===== config.mk =====
export PLATFORM = sky130hd
export DESIGN_NAME = regfile_dump_flat
export DESIGN_NICKNAME = d
export VERILOG_FILES = /design/src/rtl/regfile_pkg.sv /design/src/rtl/regfile_dump_if.sv /design/src/rtl/dump_out_stage.sv /design/src/rtl/regfile_dump.sv /design/src/flat_wrapper.sv
export SDC_FILE = /design/constraint.sdc
export NUM_CORES = 1
export LEC_CHECK = 0
export BUFFER_PORTS_ARGS = -buffer_cell sky130_fd_sc_hd__buf_2
export CAP_MARGIN = 40
export CORE_MARGIN = 5
export CORE_UTILIZATION = 40
export DETAILED_ROUTE_END_ITERATION = 8
export REMOVE_ABC_BUFFERS = 1
export SYNTH_ARGS = -nofsm -noshare
export SYNTH_HDL_FRONTEND = slang
export SYNTH_HIERARCHICAL = 1
export SYNTH_SLANG_ARGS = --single-unit

===== constraint.sdc =====
create_clock -name clk -period 2.1 [get_ports clk]
set_clock_uncertainty 0.05 [all_clocks]
set_input_delay 0.42 -clock clk [delete_from_list [all_inputs] [get_ports clk]]
set_output_delay 0.42 -clock clk [all_outputs]
set_load 0.05 [all_outputs]

===== src/rtl/regfile_pkg.sv =====
// Shared constants, FSM state type and range helper for the register file dump sequencer.
// Pure declarations: no latency or backpressure of its own.
package regfile_pkg;

   localparam int REG_COUNT = 16;
   localparam int DATA_W    = 16;
   localparam int ADDR_W    = 4;

   typedef enum logic [2:0] {
      IDLE   = 3'd0,
      READ   = 3'd1,
      EMIT_A = 3'd2,
      EMIT_B = 3'd3,
      FIN    = 3'd4
   } state_t;

   // Inclusive register count; the modulo-16 subtraction makes last<first wrap past 15.
   function automatic logic [ADDR_W:0] range_count(input logic [ADDR_W-1:0] first,
                                                   input logic [ADDR_W-1:0] last);
      logic [ADDR_W-1:0] span;
      span = last - first;
      return {1'b0, span} + (ADDR_W+1)'(1);
   endfunction

endpackage


===== src/rtl/regfile_dump_if.sv =====
// Streamed-word valid/ready bus: master drives data/idx/valid, slave returns ready.
// A word transfers on any clock where out_valid and out_ready are both high.
interface regfile_dump_if #(
   parameter int DATA_W = regfile_pkg::DATA_W,
   parameter int ADDR_W = regfile_pkg::ADDR_W
);
   logic [DATA_W-1:0] out_data;
   logic [ADDR_W-1:0] out_idx;
   logic              out_valid;
   logic              out_ready;

   modport master (output out_data, output out_idx, output out_valid, input out_ready);
   modport slave  (input out_data, input out_idx, input out_valid, output out_ready);
endinterface


===== src/rtl/dump_out_stage.sv =====
// Single-entry registered valid/ready output stage; a pushed word appears one cycle later.
// Accepts a new word when empty or when the held word drains the same cycle; holds otherwise.
module dump_out_stage #(
   parameter int DATA_W = regfile_pkg::DATA_W,
   parameter int IDX_W  = regfile_pkg::ADDR_W
) (
   input  logic              clk,
   input  logic              rst,
   input  logic              i_in_vld,
   input  logic [DATA_W-1:0] i_in_dat,
   input  logic [IDX_W-1:0]  i_in_idx,
   output logic              o_in_rdy,
   output logic              o_out_vld,
   output logic [DATA_W-1:0] o_out_dat,
   output logic [IDX_W-1:0]  o_out_idx,
   input  logic              i_out_rdy
);
   logic              r_vld;
   logic [DATA_W-1:0] r_dat;
   logic [IDX_W-1:0]  r_idx;

   assign o_in_rdy  = !r_vld || i_out_rdy;
   assign o_out_vld = r_vld;
   assign o_out_dat = r_dat;
   assign o_out_idx = r_idx;

   always_ff @(posedge clk) begin
      if (!rst) begin
         r_vld <= 1'b0;
         r_dat <= '0;
         r_idx <= '0;
      end else if (i_in_vld && o_in_rdy) begin
         r_vld <= 1'b1;
         r_dat <= i_in_dat;
         r_idx <= i_in_idx;
      end else if (i_out_rdy) begin
         r_vld <= 1'b0;
      end
   end
endmodule


===== src/rtl/regfile_dump.sv =====
// Streams an inclusive, wrapping register range out of the 16x16 register file, two reads per grant.
// First word 2 cycles after start; 2 words per 3 cycles; out_ready low freezes the held word.
module regfile_dump #(
   parameter int DATA_W = regfile_pkg::DATA_W,
   parameter int ADDR_W = regfile_pkg::ADDR_W
) (
   input  logic              clk,
   input  logic              rst,
   input  logic              start,
   input  logic [ADDR_W-1:0] first_reg,
   input  logic [ADDR_W-1:0] last_reg,
   input  logic              rf_grant,
   output logic [ADDR_W-1:0] Rdest,
   output logic [ADDR_W-1:0] Rsrc,
   output logic              EnableWrite,
   input  logic [DATA_W-1:0] A,
   input  logic [DATA_W-1:0] B,
   regfile_dump_if.master    dout,
   output logic              busy,
   output logic              done
);
   import regfile_pkg::*;

   state_t            r_state;
   logic [ADDR_W-1:0] r_ptr;
   logic [ADDR_W-1:0] r_ptr_nxt;
   logic [ADDR_W:0]   r_remaining;
   logic [DATA_W-1:0] r_cap_b;
   logic              r_busy;
   logic              r_done;

   logic              w_push;
   logic [DATA_W-1:0] w_push_dat;
   logic [ADDR_W-1:0] w_push_idx;
   logic              w_in_rdy;
   logic              w_last;

   assign Rdest       = r_ptr;
   assign Rsrc        = r_ptr_nxt;
   assign EnableWrite = 1'b0;
   assign busy        = r_busy;
   assign done        = r_done;
   assign w_last      = (r_remaining == (ADDR_W+1)'(1));

   // Word A goes straight from the read bus into the output stage; word B waits in r_cap_b.
   always_comb begin
      w_push     = 1'b0;
      w_push_dat = A;
      w_push_idx = r_ptr;
      case (r_state)
         READ: begin
            w_push = rf_grant && w_in_rdy;
         end
         EMIT_A: begin
            w_push     = dout.out_ready && !w_last;
            w_push_dat = r_cap_b;
            w_push_idx = r_ptr_nxt;
         end
         default: ;
      endcase
   end

   always_ff @(posedge clk) begin
      if (!rst) begin
         r_state     <= IDLE;
         r_ptr       <= '0;
         r_ptr_nxt   <= '0;
         r_remaining <= '0;
         r_cap_b     <= '0;
         r_busy      <= 1'b0;
         r_done      <= 1'b0;
      end else begin
         r_done <= 1'b0;
         case (r_state)
            IDLE: begin
               if (start) begin
                  r_ptr       <= first_reg;
                  r_ptr_nxt   <= first_reg + ADDR_W'(1);
                  r_remaining <= range_count(first_reg, last_reg);
                  r_busy      <= 1'b1;
                  r_state     <= READ;
               end
            end
            READ: begin
               if (rf_grant && w_in_rdy) begin
                  r_cap_b <= B;
                  r_state <= EMIT_A;
               end
            end
            EMIT_A: begin
               if (dout.out_ready) begin
                  r_remaining <= r_remaining - (ADDR_W+1)'(1);
                  if (w_last) begin
                     r_busy  <= 1'b0;
                     r_done  <= 1'b1;
                     r_state <= FIN;
                  end else begin
                     r_state <= EMIT_B;
                  end
               end
            end
            EMIT_B: begin
               if (dout.out_ready) begin
                  r_remaining <= r_remaining - (ADDR_W+1)'(1);
                  r_ptr       <= r_ptr + ADDR_W'(2);
                  r_ptr_nxt   <= r_ptr_nxt + ADDR_W'(2);
                  if (w_last) begin
                     r_busy  <= 1'b0;
                     r_done  <= 1'b1;
                     r_state <= FIN;
                  end else begin
                     r_state <= READ;
                  end
               end
            end
            FIN:     r_state <= IDLE;
            default: r_state <= IDLE;
         endcase
      end
   end

   dump_out_stage #(
      .DATA_W (DATA_W),
      .IDX_W  (ADDR_W)
   ) u_out (
      .clk       (clk),
      .rst       (rst),
      .i_in_vld  (w_push),
      .i_in_dat  (w_push_dat),
      .i_in_idx  (w_push_idx),
      .o_in_rdy  (w_in_rdy),
      .o_out_vld (dout.out_valid),
      .o_out_dat (dout.out_data),
      .o_out_idx (dout.out_idx),
      .i_out_rdy (dout.out_ready)
   );
endmodule


===== src/flat_wrapper.sv =====
// flat-port wrapper written by rule: the top's interface ports become plain ports
module regfile_dump_flat import regfile_pkg::*;
#(
   parameter int DATA_W = regfile_pkg::DATA_W,
   parameter int ADDR_W = regfile_pkg::ADDR_W
)
  (clk, rst, start, first_reg, last_reg, rf_grant, Rdest, Rsrc, EnableWrite, A, B, busy, done, dout_out_data, dout_out_idx, dout_out_valid, dout_out_ready);
  regfile_dump_if #(.DATA_W(DATA_W), .ADDR_W(ADDR_W)) dout_i ();
  input  logic clk;
  input  logic rst;
  input  logic start;
  input  logic [ADDR_W-1:0] first_reg;
  input  logic [ADDR_W-1:0] last_reg;
  input  logic rf_grant;
  output logic [ADDR_W-1:0] Rdest;
  output logic [ADDR_W-1:0] Rsrc;
  output logic EnableWrite;
  input  logic [DATA_W-1:0] A;
  input  logic [DATA_W-1:0] B;
  output logic busy;
  output logic done;
  output wire logic [$bits(dout_i.out_data)-1:0] dout_out_data;
  output wire logic [$bits(dout_i.out_idx)-1:0] dout_out_idx;
  output wire logic [$bits(dout_i.out_valid)-1:0] dout_out_valid;
  input wire logic [$bits(dout_i.out_ready)-1:0] dout_out_ready;
  assign dout_out_data = dout_i.out_data;
  assign dout_out_idx = dout_i.out_idx;
  assign dout_out_valid = dout_i.out_valid;
  assign dout_i.out_ready = dout_out_ready;
  regfile_dump #(.DATA_W(DATA_W), .ADDR_W(ADDR_W)) u_core (.clk(clk), .rst(rst), .start(start), .first_reg(first_reg), .last_reg(last_reg), .rf_grant(rf_grant), .Rdest(Rdest), .Rsrc(Rsrc), .EnableWrite(EnableWrite), .A(A), .B(B), .dout(dout_i), .busy(busy), .done(done));
endmodule

; ---- Word level (Yosys, flattened, before mapping)
; Index checks and enable logic that the tools add are counted.
[word_totals]
reg_bits = 55
out_inout_bits = 32
word_cells = 69
[op_classes]
addsub = 6
eq_ne = 10
muxes = 26
n_reduce_logical = 17
[ops]
columns = operator, count
row1 = $mux W4, 5
row2 = $mux W3, 6
row3 = $mux W16, 1
row4 = $pmux W4 S2, 2
row5 = $pmux W3 S4, 1
row6 = $mux W5, 2
row7 = $pmux W5 S2, 1
row8 = $reduce_and A3 Y1, 3
row9 = $add A4 B2 Y4 const B, 2
row10 = $reduce_and A4 Y1, 2
row11 = $eq A3 B2 Y1 const B, 2
row12 = $mux W1, 6
row13 = $ne A2 B1 Y1 const B, 3
row14 = $ne A2 B2 Y1 const B, 3
row15 = $reduce_bool A2 Y1, 3
row16 = $add A4 B1 Y5 const B, 1
row17 = $eq A5 B1 Y1 const B, 1
row18 = $sub A5 B1 Y5 const B, 1
row19 = $add A4 B1 Y4 const B, 1
row20 = $pmux W1 S2, 2
row21 = $sub A4 B4 Y4, 1
row22 = $eq A3 B1 Y1 const B, 1
row23 = $logic_and A1 B1 Y1, 3
row24 = $logic_not A3 Y1, 1
row25 = 4 further kinds, 5

; ---- Logic depth before layout (Yosys ltp)
; Gate-level depths: netlist (run 1).
[depth]
depth_word = 6
ltp_mapped = 9
ltp_nobuf = 8

; ---- Hierarchy
; Netlist (run 1), hierarchy kept.
[modules_own_cells]
columns = module, n_inst, cells_each, area_per_inst_um2, seq_area_each_um2
row1 = regfile_dump, 1, 242, 2006.9, 680.7
row2 = dump_out_stage, 1, 92, 850.8, 420.4

; ---- Least setup slack after synthesis (run 1)
; Ideal clock, no wire load.
[synth_path]
path_type = reg-to-reg
from = reg u_core.u_out.r_vld (netlist: u_core/u_out/o_out_vld)
to = reg u_core.u_out.r_dat[0] (netlist: u_core/u_out/o_out_dat[0])
setup_time_ns = 0.120
arrival_time_ns = 1.876
t_required_ns = 1.930
path_slack_ns = 0.054
stages_incl_launch_ff = 9
n_path_buf = 2
period_less_slack_ns = 2.046
path_cell_list = dfxtp_1 nand2b_4 and3_1 nand2_1 clkbuf_1 nand2_1 and2_4 buf_6 mux2i_1
[synth_between]
elab_chain_len = 5
[synth_rtl]
columns = item, line
row1 = from (decl), dump_out_stage.sv:18  ; logic r_vld;
row2 = from (signal assigned), dump_out_stage.sv:29  ; r_vld <= 1'b0;
row3 = from (signal assigned), dump_out_stage.sv:33  ; r_vld <= 1'b1;
row4 = from (signal assigned), dump_out_stage.sv:37  ; r_vld <= 1'b0;
row5 = $logic_not A1 Y1, dump_out_stage.sv:22  ; assign o_in_rdy = !r_vld || i_out_rdy;
row6 = $logic_or A1 B1 Y1, dump_out_stage.sv:22
row7 = named net u_core.w_in_rdy, regfile_dump.sv:35  ; logic w_in_rdy;
row8 = $logic_and A1 B1 Y1, regfile_dump.sv:52  ; w_push = rf_grant && w_in_rdy;
row9 = $pmux W1 S2, regfile_dump.sv:50  ; case (r_state)
row10 = named net u_core.w_push, regfile_dump.sv:32  ; logic w_push;
row11 = $logic_and A1 B1 Y1, dump_out_stage.sv:32  ; end else if (i_in_vld && o_in_rdy) begin
row12 = to (signal assigned), dump_out_stage.sv:34  ; r_dat <= i_in_dat;
row13 = to (decl), dump_out_stage.sv:19  ; logic [DATA_W-1:0] r_dat;
; The timed path passes the listed nets, and every way through them passes these cells.
; A chain may end at the register's enable or synchronous reset.

; ---- Worst setup path after layout (run 1)
[layout_path]
from = reg u_core.r_remaining[1]
to = reg u_core.u_out.r_idx[0] (netlist: u_core/u_out/o_out_idx[0])
[layout_between]
elab_chain_len = 5
[layout_rtl]
columns = item, line
row1 = from (decl), regfile_dump.sv:27  ; logic [ADDR_W:0] r_remaining;
row2 = from (signal assigned), regfile_dump.sv:79  ; r_remaining <= range_count(first_reg, last_reg);
row3 = from (signal assigned), regfile_dump.sv:92  ; r_remaining <= r_remaining - (ADDR_W+1)'(1);
row4 = from (signal assigned), regfile_dump.sv:104  ; r_remaining <= r_remaining - (ADDR_W+1)'(1);
row5 = $eq A5 B1 Y1, regfile_dump.sv:43  ; assign w_last = (r_remaining == (ADDR_W+1)'(1));
row6 = $logic_not A1 Y1, regfile_dump.sv:55  ; w_push = dout.out_ready && !w_last;
row7 = $logic_and A1 B1 Y1, regfile_dump.sv:55
row8 = $pmux W1 S2, regfile_dump.sv:50
row9 = named net u_core.w_push, regfile_dump.sv:32
row10 = $logic_and A1 B1 Y1, dump_out_stage.sv:32
row11 = to (signal assigned), dump_out_stage.sv:35  ; r_idx <= i_in_idx;
row12 = to (decl), dump_out_stage.sv:20  ; logic [IDX_W-1:0] r_idx;
; The timed path passes the listed nets, and every way through them passes these cells.

==> impl_metrics.yaml, run 1 <==
run_status:
  outcome: "completed"
power_and_ir_drop:
  power.share.combinational: 0.281
  vdd_ir_drop_max_uv: 317
  p_switching_mw: 0.836
  p_int_mw: 1.66
  p_clk_frac: 0.244
  switching_share: 0.335
  seqPwrFrac: 0.475
  powerDensity_nw_per_um2: 726
  power_leakage_nw: 1.51
sta:
  post-route-worst-setup-slack_ns: 0.185
  setup_viol: 0
  slew_viol_final: 0
  relSlewSlack: 0.448
  rsz0062_at_grt: "no"
  max_freq_mhz: 522
  hold_viol_final: 0
  min_period_over_period: 0.912
  tightest_slew_ns: 0.816
  period_needed_ns: 1.91
worst_setup_path:
  crit_required_ns: 2.24
  rrSetupSlack_ns: 0.19
  path_cells: "inv_1 -> ha_1 -> or4b_4 -> nand3_1 -> nand2_1 -> and2_2 -> mux2i_1"
  critPathKind: "reg2reg"
  r2r_cells: 7
  critPathArrivalTime_ns: 2.06
  timing.rr.end: "u_core/u_out/o_out_idx[0]"
  cp-start-kind: "register"
  timing.rr.start: "u_core/r_remaining[1]"
  end_kind: "register"
  worstPathMaxFanout: 5
  crit_slowest_cell: "or4b_4"
  max_stage_delay_ns: 0.49
final_layout:
  num-nets-final: 464
  area.growth.synth_to_final_pct: 20.4
  drive_above_1_share: 0.312
  fillers: 690
  fin_area_um2: 3440
  n_antenna_cell: 0
  layout.cells.non_filler: 506
detailed_routing:
  drt-total-wl_um: 7080
  drt_first_pass_iters: 4
  ant_nets: 0
  dr_total_vias: 2505
  wire_per_inst_um: 14.0
  drt-initial-drc-count: 84
  vias_per_cell: 4.95
  drc: 0
yosys:
  synth_area_leader_cell: "dfxtp_1"
  synth.yosys.seq_area_share: 0.385
  synth-edff-count: 0
  synth.distinct_cells: 52
  yosys.area.top_type_share: 0.385
  netlist_instances: 334
  synth-seq-cells: 55
  synth_ff_type: "dfxtp_1"
  synthesis.area_um2: 2860
  async_flop_share: 0
  synth_area_leaders: "dfxtp_1, nand2_1, mux2_2"
  syn_area_per_cell_um2: 8.56
  yosysWarnings: 6
grt:
  grt_pass1_wl_um: 11200
  grt.total_usage: 0.156
  antenna_found_initial: 0
  gr-total-overflow: 0
  use_met1: 0.198
  grt_util_met3: 0.0367
  busiest_layer: "met2"
  grt_max_degree: 47
  grt_use_met2: 0.267
  grt_pass1_vias: 2427
clocking:
  cts_root_buf: "clkbuf_8"
  post_cts_buffers: 0
  numCtsBuffers: 5
  cts_tree: "yes"
  clk_pin_slew_ns: 0.10
  cts_buffer_depth: 2
  insertion_delay_ns: 0.30
  h-tree-depth: 2
  cts_sinks: 55
placed_design:
  numPortBuffers: 75
  placed_cells_incl_taps: 496
  placed_cell_area_um2: 3320
  pre_cts_slack_ns: -0.00301
  gp_congestion: 0.776
  dp_hpwl_um: 4950
worst_hold_path:
  hp-start: "B[1]"
  hold_path_depth: 3
  min_to: "u_core/r_cap_b[1]"
  hp-class: "in2reg"
run:
  drv_cap: 0
floorplan:
  dieArea_um2: 8930
  start_util: 0.416
  die_height_um: 94.5
  core_area_um2: 6870
  fp.dieW_um: 94.5
  ios: 77
  placementRows: 30
## routing by layer
metal  routed length [um]  part of all wire
met1                 3200              0.45
met2                 3480              0.49
met3                  355             0.050
met4                   38            0.0054
met5                    0                 0
## what timing repair did
item / in CTS / in global routing
hold endpoints to repair: 0 / 0
resized for setup: 0 / 3
hold buffers: 0 / 0
endpoints found under the setup margin: 0 / 20
## power groups by stage
stage | registers (mW) | clock network, mW | logic, mW
2_1_floorplan | 1.34 | 0 | 0.338
3_3_place_gp | 1.21 | 0 | 0.683
3_5_place_dp | 1.21 | 0 | 0.691
4_1_cts | 1.18 | 0.630 | 0.694
5_1_grt | 1.20 | 0.671 | 0.771
6_report | 1.19 | 0.609 | 0.703
## how the worst max path moves through the flow
stage | start | end | depth (start not counted)
global placement | first_reg[1] | u_core/r_remaining[3] | 7
finish | u_core/r_remaining[1] | u_core/u_out/o_out_idx[0] | 7
floorplan | u_core/r_state[1] | u_core/u_out/o_out_dat[0] | 6
CTS | u_core/r_remaining[1] | u_core/u_out/o_out_dat[5] | 7
detailed placement | first_reg[1] | u_core/r_remaining[3] | 7
global route | u_core/r_remaining[1] | u_core/u_out/o_out_dat[9] | 7
## logic make-up (layout without fill, tap and decap cells)
family	count (synthesis)	after routing	share of synthesized area
AO/OA/AOI/OAI	56	56	0.120
buffers and inverters	30	104	0.0547
other	1	1	0.00131
XOR/XNOR	6	6	0.0184
flip-flops	55	55	0.385
AND/OR/NAND/NOR	135	137	0.221
multiplexers	41	41	0.152
adder cells (fa/ha/maj)	10	10	0.0464
## Yosys cell counts, types with 2 or more instances
library cell,instances
dfxtp_1,55
o21ai_0,7
nor3b_1,2
a21oi_1,29
mux2_2,20
ha_1,9
a311oi_1,2
and3_1,2
a21o_1,2
nand2_1,85
and2_1,3
or3_1,3
nor3_1,3
o211ai_1,2
a211oi_1,2
xor2_1,4
inv_1,9
nor2_1,14
mux2i_1,21
buf_2,8
nand2b_1,3
nand3_1,7
clkbuf_1,8
buf_6,4
xnor2_1,2
nor4b_1,2
## cell type report
cell class	count	area [um^2]	share of cell area
well taps	96	120	0.0349
repair buffers	87	465	0.135
multi-input cells	251	1620	0.472
flip-flops and latches	55	1100	0.320
clock inverters	1	8.76	0.00255
inverters	9	33.8	0.00982
clock buffers	7	86.3	0.0251
## state kept, by name, summed over array words and instances, names as in the netlist, 3 cells and up
| signal | cells |
|---|---|
| u_core/r_cap_b | 16 |
| u_core/u_out/o_out_dat | 16 |
| u_core/r_remaining | 5 |
| u_core/Rdest | 4 |
| u_core/Rsrc | 4 |
| u_core/u_out/o_out_idx | 4 |
| u_core/r_state | 3 |
## placed cells by master, fill, tap and decap left out, types with 3 or more instances in the layout
| cell type | instances |
|---|---|
| a21oi_1 | 29 |
| nand2b_1 | 3 |
| or3_1 | 3 |
| o21ai_0 | 7 |
| clkbuf_8 | 6 |
| nand2_1 | 85 |
| buf_2 | 75 |
| ha_1 | 9 |
| mux2i_1 | 21 |
| mux2_2 | 20 |
| xor2_1 | 4 |
| dfxtp_1 | 54 |
| nand3_1 | 7 |
| buf_4 | 12 |
| nor3_1 | 3 |
| inv_1 | 9 |
| and2_1 | 3 |
| nor2_1 | 13 |
## worst max-delay path: cells and delay by family (launching register included)
family,cells,cell delay (ns)
AND/OR/NAND/NOR,4,1.05
flip-flops,1,0.33
adder cells (fa/ha/maj),1,0.16
multiplexers,1,0.14
buffers and inverters,1,0.08
## per-stage QoR
| step | util | power (mW) | hold slack, ns | setup TNS [ns] |
|---|---|---|---|---|
| after detailed placement | 0.484 | 1.90 | 0.394 | -0.00301 |
| after global placement | 0.484 | 1.89 | 0.389 | 0 |
| after floorplan | - | 1.68 | 0.383 | -8.03 |
| after CTS | 0.498 | 2.51 | 0.281 | 0 |
| after global routing | 0.501 | 2.64 | 0.281 | 0 |
| final | 0.501 | 2.50 | 0.291 | 0 |
(Power assumes the default switching activity.)
==> inputs of run 2 (changes only) <==
--- a/config.mk
+++ b/config.mk
@@ -5,6 +5,7 @@
 export SDC_FILE = /design/constraint.sdc
 export NUM_CORES = 1
 export LEC_CHECK = 0
+export ABC_AREA = 1
 export BUFFER_PORTS_ARGS = -buffer_cell sky130_fd_sc_hd__buf_2
 export CAP_MARGIN = 40
 export CORE_MARGIN = 5
==> run 2 against run 1 <==
  * Cell count is 17% higher
  * Sequential share of layout area is 0.81 points lower
  * Sequential power rose by 20%
  * Sequential cell count did not move
  * Combinational power rose to 2.5 times the previous value
  * Highest routed layer unchanged
  * Count of clock-buffer cells in the layout is 2 lower
==> impl_metrics.yaml, run 2 <==
worst_hold_path:
  hp-class: "in2reg"
sta:
  hold_viol_final: 0
  period_needed_ns: 1.85
  rsz0062_at_grt: "no"
  min_period_over_period: 0.882
  post-route-worst-setup-slack_ns: 0.249
  slew_viol_final: 0
  max_freq_mhz: 540
  setup_viol: 0
final_layout:
  fillers: 792
  n_antenna_cell: 0
  regArea_um2: 1100
  final_common_cell: "buf_2"
  area.growth.synth_to_final_pct: 18.1
  final_cell_mix: "buf_2, nand2_1, inv_1"
  num-nets-final: 546
  fin_area_um2: 3520
  drive_above_1_share: 0.232
  multi_input_area_um2: 1480
  finish.utilization: 0.486
grt:
  grt_pass1_vias: 2619
  gr-total-overflow: 0
  grt.total_usage: 0.160
  grt_max_degree: 34
  antenna_found_initial: 0
  grt_pass1_wl_um: 11900
floorplan:
  ios: 77
  die_height_um: 96.4
  dieArea_um2: 9290
  fp.dieW_um: 96.4
  core_area_um2: 7250
  start_util: 0.412
  placementRows: 31
clocking:
  clk_pin_slew_ns: 0.09
  cts_sinks: 55
  cts_hold_buf: 0
  insertion_delay_ns: 0.30
  numCtsBuffers: 5
  cts_tree: "yes"
  post_cts_buffers: 0
  cts_root_buf: "clkbuf_8"
  h-tree-depth: 2
  cts_resized: 0
  cts_buffer_depth: 2
power_and_ir_drop:
  total_power_mw: 3.89
  power_leakage_nw: 1.76
  vdd_ir_drop_max_uv: 411
  powerDensity_nw_per_um2: 1100
yosys:
  syn_area_per_cell_um2: 7.06
  netlist_instances: 423
  synth_area_leader_cell: "dfxtp_1"
  async_flop_share: 0
  synth-seq-cells: 55
  synth.distinct_cells: 34
  yosys.area.top_type_share: 0.369
  synth_most_common_cell: "nand2_1"
  yosysWarnings: 6
  synth_ff_type: "dfxtp_1"
  synth_area_leaders: "dfxtp_1, nand2_1, a21oi_1"
  synthesis.area_um2: 2990
  synth_common_cells: "nand2_1, inv_1, dfxtp_1"
  synth.yosys.seq_area_share: 0.369
  synth-edff-count: 0
detailed_routing:
  vias_per_cell: 4.65
  wire_per_inst_um: 11.8
  drc: 0
  dr_total_vias: 2746
  drt-total-wl_um: 6930
  ant_nets: 0
  drt-initial-drc-count: 69
  drt_first_pass_iters: 4
worst_setup_path:
  end_kind: "register"
  rrSetupSlack_ns: 0.25
  crit_path_frequent_cell: "nand2_1"
  cp-start-kind: "register"
  crit_required_ns: 2.26
  worstPathMaxFanout: 31
  crit_slowest_cell: "dfxtp_1"
  max_stage_delay_ns: 0.41
  critPathArrivalTime_ns: 2.01
  critPathKind: "reg2reg"
  path_cells: "nand2_2 -> inv_2 -> nand2_1 -> o21ai_4 -> buf_4 -> nand3_1 -> nand2_1 -> nor2_1"
run:
  drv_cap: 0
placed_design:
  pre_cts_slack_ns: 0.0526
  numPortBuffers: 75
  dp_hpwl_um: 5100
  placed_cell_area_um2: 3420
  gp_congestion: 0.831
run_status:
  outcome: "completed"
run 2: cell count changes after synthesis, sizes merged, moves of 13 or more:
cell | before | now
nand2 | 86 | 73
o21ai | 8 | 54
nor2 | 14 | 37
mux2 | 20 | 4
a21oi | 30 | 49
nand3 | 7 | 35
mux2i | 21 | 0
inv | 9 | 66
run 2: layout make-up:
type	count	share of cell area
Tap cell	99	0.0351
Sequential cell	55	0.312
Timing Repair Buffer	84	0.133
Multi-Input combinational cell	279	0.419
Clock buffer	5	0.0195
Inverter	66	0.0703
Clock inverter	2	0.0106
run 2: stage by stage:
| stage | TNS [ns] | cells | hold WS, ns |
|---|---|---|---|
| after detailed placement | 0 | 583 | 0.394 |
| after global placement | 0 | 583 | 0.388 |
| after global routing | 0 | 590 | 0.352 |
| final | 0 | 590 | 0.341 |
| after floorplan | -16.40 | 400 | 0.379 |
| after CTS | 0 | 590 | 0.331 |
run 2: worst paths after layout:
path	from	to	cells after the start
worst min-delay path	B[11]	u_core/r_cap_b[11]	3
worst max-delay path	u_core/r_state[1]	u_core/u_out/o_out_dat[2]	8
worst max register to register	u_core/r_state[1]	u_core/u_out/o_out_dat[2]	8
worst min register to register	u_core/r_cap_b[6]	u_core/r_cap_b[6]	2
run 2: report_power, final:
group / leakage, nW / internal, mW / switching [mW]
Clock: 0.0502 / 0.349 / 0.335
Combinational: 1.26 / 0.561 / 1.22
Sequential: 0.451 / 1.28 / 0.144
Total: 1.76 / 2.19 / 1.70
run 2: worst max-delay path, delay by kind of cell, from the launching register on:
family	cells	cell delay (ns)
simple gates	5	0.60
buf+inv	2	0.45
compound gates	1	0.24
flops	1	0.41
run 2: cell families after synthesis:
family,after synthesis,share of synthesized area
muxes,4,0.0201
DFF,55,0.369
other,1,0.00126
xor gates and xnor gates,5,0.0147
adders and majority gates,10,0.0444
buffers and inverters,89,0.139
AOI/OAI and AO/OA,108,0.186
and+or+nand+nor,151,0.226
run 2: layer usage:
layer,routed length [um],track usage
met2,3090,0.271
met5,0,0
met3,491,0.0349
met4,65,0.0374
met1,3290,0.207
